### src/rtl/cts_pipe.sv
// Current-time-stamp counter built from carry-pipelined SW-bit segments, with
// software load, wrap pulse and CN sticky trigger-capture channels.
module cts_pipe #(
    parameter int unsigned TW = 64,
    parameter int unsigned SW = 16,
    parameter int unsigned CN = 2
) (
    input  logic             clk,
    input  logic             rstn,
    input  logic             en,
    input  logic             ld,
    input  logic [TW-1:0]    ld_val,
    output logic [TW-1:0]    cts,
    output logic             wrap,
    input  logic [CN-1:0]    cap_trg,
    input  logic [CN-1:0]    cap_ack,
    output logic [CN*TW-1:0] cap_ts,
    output logic [CN-1:0]    cap_vld,
    output logic [CN-1:0]    cap_ovf
);

    localparam int unsigned NSEG = TW / SW;
    localparam int unsigned LAT  = NSEG - 1;

    logic [NSEG-1:0] seg_ld;
    logic [NSEG-1:0] seg_cin;
    logic [TW-1:0]   seg_ldv;
    logic [TW-1:0]   seg_q;
    logic            wrap_q;

    // Segment k holds bits of the ideal count as it stood k cycles ago, so the
    // load strobe and value are delayed by k to stay coherent with the carry.
    for (genvar k = 0; k < NSEG; k++) begin : g_seg
        logic [SW-1:0] q;

        if (k == 0) begin : g_head
            assign seg_ld[0]          = ld;
            assign seg_ldv[SW-1:0]    = ld_val[SW-1:0];
            assign seg_cin[0]         = en;
        end else begin : g_tail
            logic          ldd  [1:k];
            logic [SW-1:0] ldvd [1:k];
            logic          cr;

            always_ff @(posedge clk) begin
                if (!rstn) begin
                    for (int unsigned j = 1; j <= k; j++) begin
                        ldd[j]  <= 1'b0;
                        ldvd[j] <= '0;
                    end
                    cr <= 1'b0;
                end else begin
                    ldd[1]  <= ld;
                    ldvd[1] <= ld_val[k*SW +: SW];
                    for (int unsigned j = 2; j <= k; j++) begin
                        ldd[j]  <= ldd[j-1];
                        ldvd[j] <= ldvd[j-1];
                    end
                    cr <= ~seg_ld[k-1] & seg_cin[k-1] & (&seg_q[(k-1)*SW +: SW]);
                end
            end

            assign seg_ld[k]           = ldd[k];
            assign seg_ldv[k*SW +: SW] = ldvd[k];
            assign seg_cin[k]          = cr;
        end

        always_ff @(posedge clk) begin
            if (!rstn) begin
                q <= '0;
            end else if (seg_ld[k]) begin
                q <= seg_ldv[k*SW +: SW];
            end else begin
                q <= q + SW'(seg_cin[k]);
            end
        end

        assign seg_q[k*SW +: SW] = q;

        if (k < LAT) begin : g_skew
            localparam int unsigned D = LAT - k;
            logic [SW-1:0] sk [1:D];

            always_ff @(posedge clk) begin
                if (!rstn) begin
                    for (int unsigned j = 1; j <= D; j++) begin
                        sk[j] <= '0;
                    end
                end else begin
                    sk[1] <= q;
                    for (int unsigned j = 2; j <= D; j++) begin
                        sk[j] <= sk[j-1];
                    end
                end
            end

            assign cts[k*SW +: SW] = sk[D];
        end else begin : g_noskew
            assign cts[k*SW +: SW] = q;
        end
    end

    // Top segment carry-out is the full-width overflow, already output-aligned.
    always_ff @(posedge clk) begin
        if (!rstn) begin
            wrap_q <= 1'b0;
        end else begin
            wrap_q <= ~seg_ld[LAT] & seg_cin[LAT] & (&seg_q[LAT*SW +: SW]);
        end
    end

    assign wrap = wrap_q;

    for (genvar c = 0; c < CN; c++) begin : g_cap
        logic [TW-1:0] ts;
        logic          v;
        logic          o;

        always_ff @(posedge clk) begin
            if (!rstn) begin
                ts <= '0;
                v  <= 1'b0;
                o  <= 1'b0;
            end else if (cap_trg[c] && (!v || cap_ack[c])) begin
                ts <= cts;
                v  <= 1'b1;
                if (cap_ack[c]) begin
                    o <= 1'b0;
                end
            end else if (cap_trg[c]) begin
                o <= 1'b1;
            end else if (cap_ack[c]) begin
                v <= 1'b0;
                o <= 1'b0;
            end
        end

        assign cap_ts[c*TW +: TW] = ts;
        assign cap_vld[c]         = v;
        assign cap_ovf[c]         = o;
    end

endmodule
### config.mk
export PLATFORM = sky130hd
export DESIGN_NAME = cts_pipe
export DESIGN_NICKNAME = d
export VERILOG_FILES = /design/src/rtl/cts_pipe.sv
export SDC_FILE = /design/constraint.sdc
export NUM_CORES = 1
export LEC_CHECK = 0
export ABC_AREA = 1
export BUFFER_PORTS_ARGS = -buffer_cell sky130_fd_sc_hd__buf_2
export CELL_PAD_IN_SITES_DETAIL_PLACEMENT = 0
export CELL_PAD_IN_SITES_GLOBAL_PLACEMENT = 2
export CORE_UTILIZATION = 34
export DETAILED_ROUTE_END_ITERATION = 12
export GPL_TIMING_DRIVEN = 0
export PLACE_DENSITY = 0.89
export SLEW_MARGIN = 10
export SYNTH_ARGS = -nofsm -noshare
export SYNTH_HDL_FRONTEND = slang
export SYNTH_SLANG_ARGS = --single-unit
### constraint.sdc
create_clock -name clk -period 2.5 [get_ports clk]
set_clock_uncertainty 0.15 [all_clocks]
set_input_delay 0.125 -clock clk [delete_from_list [all_inputs] [get_ports clk]]
set_output_delay 0.125 -clock clk [all_outputs]
set_load 0.01 [all_outputs]
==> flow_metrics.py, run 1 <==
metrics = {
    "logic_synthesis": {
        "synthesis.nets": 1897,
        "seq_area_frac_synth_pct": 56.2,
        "ys_warn_count": 0,
        "synth-seq-cells": 395,
        "synth_area_um2": 14100,
        "syn_avg_cell_area_um2": 7.75,
        "synth_cell_type_count": 28,
        "postSynthCellCount": 1817,
    },
    "critical_path": {
        "setup.worst_path.start_class": "register",
        "cp_slowest_stage_delay_ns": 0.55,
        "path_cells": "ha_1 -> ha_1 -> nand3_1 -> nor2_1 -> nand3_1 -> o21ai_1 -> a21oi_1 -> dlygate4sd3_1",
        "worstSetupPathType": "register to register",
        "cp.required_ns": 2.78,
        "r2r_cells": 8,
        "arrival_ns": 2.59,
        "path_max_fanout": 3,
        "setup.worst_path.end_class": "register",
        "cpLargestDelayFamily": "buffers and inverters",
        "crit_cells": 8,
        "timing.critical_path.buf_inv": 1,
        "slowest_stage": "dlygate4sd3_1",
    },
    "global_routing": {
        "grt_max_degree": 15,
        "antenna_found_initial": 1,
        "grtUsageTotal_pct": 19.1,
        "overflow": 0,
        "grt_pass1_vias": 11133,
        "grt_pass1_wl_um": 62100,
    },
    "timing": {
        "tightestPinTransition_ns": 0.636,
        "setup_viol": 0,
        "fmax_mhz": 433,
        "holdWs_ns": 0.151,
        "tns_ns": 0,
        "period_share_pct": 92.3,
        "rsz0062_at_grt": "false",
        "fin_crit_ns": 2.31,
        "slew_headroom_pct": 57.6,
        "hold_viol": 0,
        "slew_violations": 0,
    },
    "pwr": {
        "p_comb_share_pct": 8.0,
        "switchingPower_mw": 3.35,
        "ir_worst_vdd_mv": 0.328,
        "sw_frac_of_total_pct": 23.4,
        "intPower_mw": 11.0,
        "pwr-share-clk_pct": 44.6,
        "p_leak_nw": 10.0,
        "finalPower_mw": 14.4,
        "powerDensity_nw_per_um2": 783,
        "p_seq_share_pct": 47.4,
    },
    "floorplan": {
        "fp-row-count": 74,
        "start_util_pct": 34.5,
        "fp.dieH_um": 206,
        "core_area_um2": 40800,
        "dieArea_um2": 42200,
        "io-pin-count": 269,
        "die_w_um": 206,
    },
    "finish": {
        "layout_commonest_cell": "dfxtp_1",
        "utilization_pct": 44.9,
        "syn_to_final_growth_pct": 30.3,
        "fill_cells": 4200,
        "fin_nets": 2290,
        "final_cell_mix": "dfxtp_1, nand2_1, buf_2, nor2_1, inv_1",
        "drive_above_1_share_pct": 20.4,
    },
    "place": {
        "hpwlAfterDp_um": 31300,
        "place_congestion": 0.856,
        "portBuffers": 268,
    },
    "drt": {
        "drtAntennaViolNets": 0,
        "first_pass_iters": 5,
        "via_per_inst": 4.28,
        "vias": 11884,
        "post_drt_wl_per_cell_um": 14.7,
        "finalWirelength_um": 40700,
        "drc": 0,
        "drt-initial-drc-count": 526,
    },
    "clocking": {
        "htreeDepth": 2,
        "clk_latency_ns": 0.55,
        "cts_tree": "yes",
        "cts_buffers": 42,
        "cts_buffer_depth": 3,
        "clk_pin_slew_ns": 0.06,
        "post_cts_buffers": 0,
        "cts.sinks": 395,
        "clockRootBuffer": "clkbuf_16",
    },
    "run_status": {
        "status": "complete, no violations",
    },
    "run": {
        "drv_cap": 0,
    },
    "hold_path": {
        "hold_depth": 4,
        "hold_path_class": "primary input to register",
    },
}
registers in the layout (all words and copies together) (netlist names):
signal,cells
g_seg.q,64
g_seg.g_skew.sk,96
g_cap.v,2
g_cap.ts,128
g_seg.g_tail.ldd,3
wrap,1
g_seg.g_tail.ldvd,96
g_cap.o,2
g_seg.g_tail.cr,3
power groups by stage:
stage | Clock (mW) | Sequential, mW | Combinational [mW]
6_report | 6.41 | 6.80 | 1.15
5_1_grt | 6.85 | 6.84 | 1.30
4_1_cts | 6.58 | 6.80 | 1.16
3_5_place_dp | 0 | 6.94 | 1.06
3_3_place_gp | 0 | 6.94 | 1.05
2_1_floorplan | 0 | 6.95 | 0.559
synthesized netlist by cell type:
master	n	area (um^2)
ha_1	8	100
a32o_1	3	30.0
o21ai_1	33	165
nor2_1	298	1120
a21oi_1	37	185
nand4_1	13	81.3
xor2_1	12	105
nand3_2	2	20.0
dfxtp_1	395	7910
nor2_4	3	33.8
buf_2	46	230
inv_1	290	1090
nand2_1	378	1420
inv_2	12	45.0
buf_1	4	15.0
nor2_2	18	113
nand3_1	55	275
a22o_1	6	52.6
nand2_2	9	56.3
clkbuf_1	14	52.6
o21bai_1	1	7.51
or2_2	5	31.3
nor3_1	2	10.0
xnor2_1	4	35.0
o21ai_0	137	686
nor4_1	4	25.0
clkbuf_2	7	35.0
buf_4	21	158
repair_timing:
action | CTS | global route
endpoints found under the hold margin | 78 | 0
hold buffers | 81 | 0
resized for setup | 0 | 0
cell families after synthesis:
family | synth area share [%]
xor gates and xnor gates | 0.995
and+or+nand+nor | 22.6
adders and majority gates | 0.711
DFF | 56.2
AOI/OAI and AO/OA | 8.00
buffers and inverters | 11.5
metrics by stage:
stage | setup WS, ns | std cells | area [um^2]
CTS | 0.214 | 2773 | 18300
finish | 0.193 | 2774 | 18300
global placement | 0.685 | 2617 | 16100
global route | 0.0483 | 2773 | 18300
detailed placement | 0.656 | 2617 | 16100
floorplan | 0.878 | 1817 | 14100
worst reg2reg max path, cell delays in order, from the launching register on:
cell           delay [ns]
dfxtp_1              0.38
ha_1                 0.24
ha_1                 0.23
nand3_1              0.14
nor2_1               0.18
nand3_1              0.13
o21ai_1              0.15
a21oi_1              0.05
dlygate4sd3_1        0.55
layer usage:
metal | vias to the layer above | part of all wire, % | wire, um | GRT usage (%)
met3 | 72 | 4.6 | 1880 | 2.87
met1 | 5273 | 49 | 20000 | 26.5
met5 | - | 0 | 0 | 0
met4 | 0 | 2.9 | 1170 | 6.61
met2 | 274 | 43 | 17600 | 30.2
li1 | 6265 | - | - | -
area by class of cell:
type,count,area (um^2),share of cell area (%)
Antenna cell,1,2.50,0.0136
Buffer,92,490,2.67
Clock buffer,61,1230,6.73
Clock inverter,14,206,1.13
Inverter,302,1130,6.18
Multi-Input combinational cell,1028,4550,24.8
Sequential cell,395,7910,43.1
Tap cell,532,666,3.63
Timing Repair Buffer,349,2150,11.7
final timing paths:
kind / start / end / slack (ns)
max: g_seg[0].q[0] / g_seg[0].q[14] / 0.19
min: ld_val[27] / g_seg[1].g_tail.ldvd[1][11] / 0.15
max reg2reg: g_seg[0].q[0] / g_seg[0].q[14] / 0.19
min reg2reg: g_seg[3].g_tail.ldvd[0][31] / g_seg[3].g_tail.ldvd[0][47] / 0.24
Note: power is estimated with default switching activity, not from simulation.
==> run 2: changes to the inputs <==
GPL_TIMING_DRIVEN = unset   (was 0)
==> run 2 against run 1 <==
Effect of this change: final cell count is 1.9% lower; combinational power about the same; critical path depth is the same; sequential cell count stayed put; critical path type unchanged; largest cell class unchanged; largest power group unchanged.
==> flow_metrics.py, run 2 (synthesis gave the netlist of run 1 again) <==
metrics = {
    "finish": {
        "fin_nets": 2239,
        "utilization_pct": 44.5,
        "layout_commonest_cell": "dfxtp_1",
        "reg_top3": "g_cap.ts: 128 flops, g_seg.g_skew.sk: 96 flops, g_seg.g_tail.ldvd: 96 flops",
        "final_cell_mix": "dfxtp_1, nand2_1, nor2_1, inv_1, buf_2",
        "stdcell_count": 2720,
        "largest_reg_flops": 128,
        "drive_above_1_share_pct": 18.1,
        "fill_cells": 4140,
        "syn_to_final_growth_pct": 28.9,
        "top_register": "g_cap.ts",
    },
    "run_status": {
        "status": "complete, no violations",
    },
    "place": {
        "portBuffers": 268,
        "hpwlAfterDp_um": 26800,
        "dp_slack_ns": 0.759,
        "place_congestion": 0.822,
        "dp_cells": 2539,
    },
    "global_routing": {
        "grt_pass1_vias": 10695,
        "overflow": 0,
        "grtUsageTotal_pct": 17.7,
        "grt_pass1_wl_um": 58500,
        "antenna_found_initial": 2,
        "grt_max_degree": 91,
    },
    "floorplan": {
        "fp-row-count": 74,
        "core_area_um2": 40800,
        "die_w_um": 206,
        "io-pin-count": 269,
        "dieArea_um2": 42200,
        "fp.dieH_um": 206,
        "start_util_pct": 34.5,
    },
    "pwr": {
        "p_leak_nw": 9.81,
        "ir_worst_vdd_mv": 0.369,
        "powerDensity_nw_per_um2": 766,
    },
    "drt": {
        "drc": 0,
        "first_pass_iters": 5,
        "drt-initial-drc-count": 770,
        "drtAntennaViolNets": 0,
        "vias": 11649,
        "finalWirelength_um": 38100,
        "post_drt_wl_per_cell_um": 14.0,
        "via_per_inst": 4.28,
    },
    "run": {
        "drv_cap": 0,
    },
    "critical_path": {
        "worstSetupPathType": "register to register",
        "arrival_ns": 2.54,
        "path_max_fanout": 3,
        "setup.worst_path.start_class": "register",
        "rrSetupSlack_ns": 0.25,
        "setup.worst_path.end_class": "register",
        "cp.required_ns": 2.79,
    },
    "clocking": {
        "post_cts_buffers": 0,
        "clk_latency_ns": 0.56,
        "clockRootBuffer": "clkbuf_16",
        "cts_buffers": 43,
        "htreeDepth": 2,
        "clk_pin_slew_ns": 0.06,
        "cts.sinks": 395,
        "cts_tree": "yes",
        "cts_buffer_depth": 3,
    },
    "timing": {
        "rsz0062_at_grt": "false",
        "hold_viol": 0,
        "setup_ws_ns": 0.249,
        "tightestPinTransition_ns": 0.613,
        "holdWs_ns": 0.118,
        "slew_violations": 0,
        "slew_headroom_pct": 59.1,
        "setup_viol": 0,
        "fmax_mhz": 444,
        "period_share_pct": 90.0,
        "fin_crit_ns": 2.25,
        "tns_ns": 0,
    },
    "hold_path": {
        "hold_path_class": "primary input to register",
    },
}
-- run 2: layout make-up --
type	instances	area (um^2)	share of cell area, %
sequential	395	7910	43.6
multi-input combinational	1028	4550	25.1
timing repair buffer	389	2560	14.1
clock buffer	63	1270	7.02
inverter	302	1130	6.24
tap	532	666	3.67
clock inverter	10	56.3	0.310
antenna	1	2.50	0.0138
-- run 2: final timing paths --
kind / from / to / depth (start not counted)
worst max-delay path: g_seg[0].q[0] / g_seg[0].q[14] / 8
worst min-delay path: ld_val[38] / g_seg[2].g_tail.ldvd[1][6] / 4
worst max register to register: g_seg[0].q[0] / g_seg[0].q[14] / 8
worst min register to register: g_seg[1].g_skew.sk[1][14] / g_seg[1].g_skew.sk[2][14] / 2
-- run 2: repair_timing --
action                                 4_1_cts  5_1_grt
hold buffers                               107        0
endpoints found under the hold margin      123        0
gates resized for setup                      0        0
-- run 2: power by group --
| group | leakage, nW | switching, mW | internal (mW) |
|---|---|---|---|
| Clock | 0.659 | 2.48 | 3.51 |
| Combinational | 5.91 | 0.657 | 0.476 |
| Sequential | 3.24 | 0.193 | 6.60 |
-- run 2: layer usage --
metal / up-vias / track usage (%) / part of all wire, %
li1: 6141 / - / -
met1: 5180 / 25.4 / 51
met2: 282 / 26.3 / 42
met3: 46 / 3.29 / 5.4
met4: 0 / 5.93 / 2.0
met5: - / 0 / 0
-- run 2: per-stage QoR --
| step | cell area, um^2 | power [mW] |
|---|---|---|
| after floorplan | 14100 | 7.51 |
| after global placement | 15800 | 7.92 |
| after detailed placement | 15800 | 7.94 |
| after CTS | 18200 | 14.1 |
| after global routing | 18200 | 14.5 |
| final | 18200 | 13.9 |
-- run 2: worst max-delay path: stages, from the launching register on --
cell and delay, ns:
dfxtp_1 0.36, ha_1 0.21, ha_1 0.19, nand3_1 0.15, nor2_1 0.20, nand3_1 0.12
o21ai_1 0.14, a21oi_1 0.06, dlygate4sd3_1 0.56
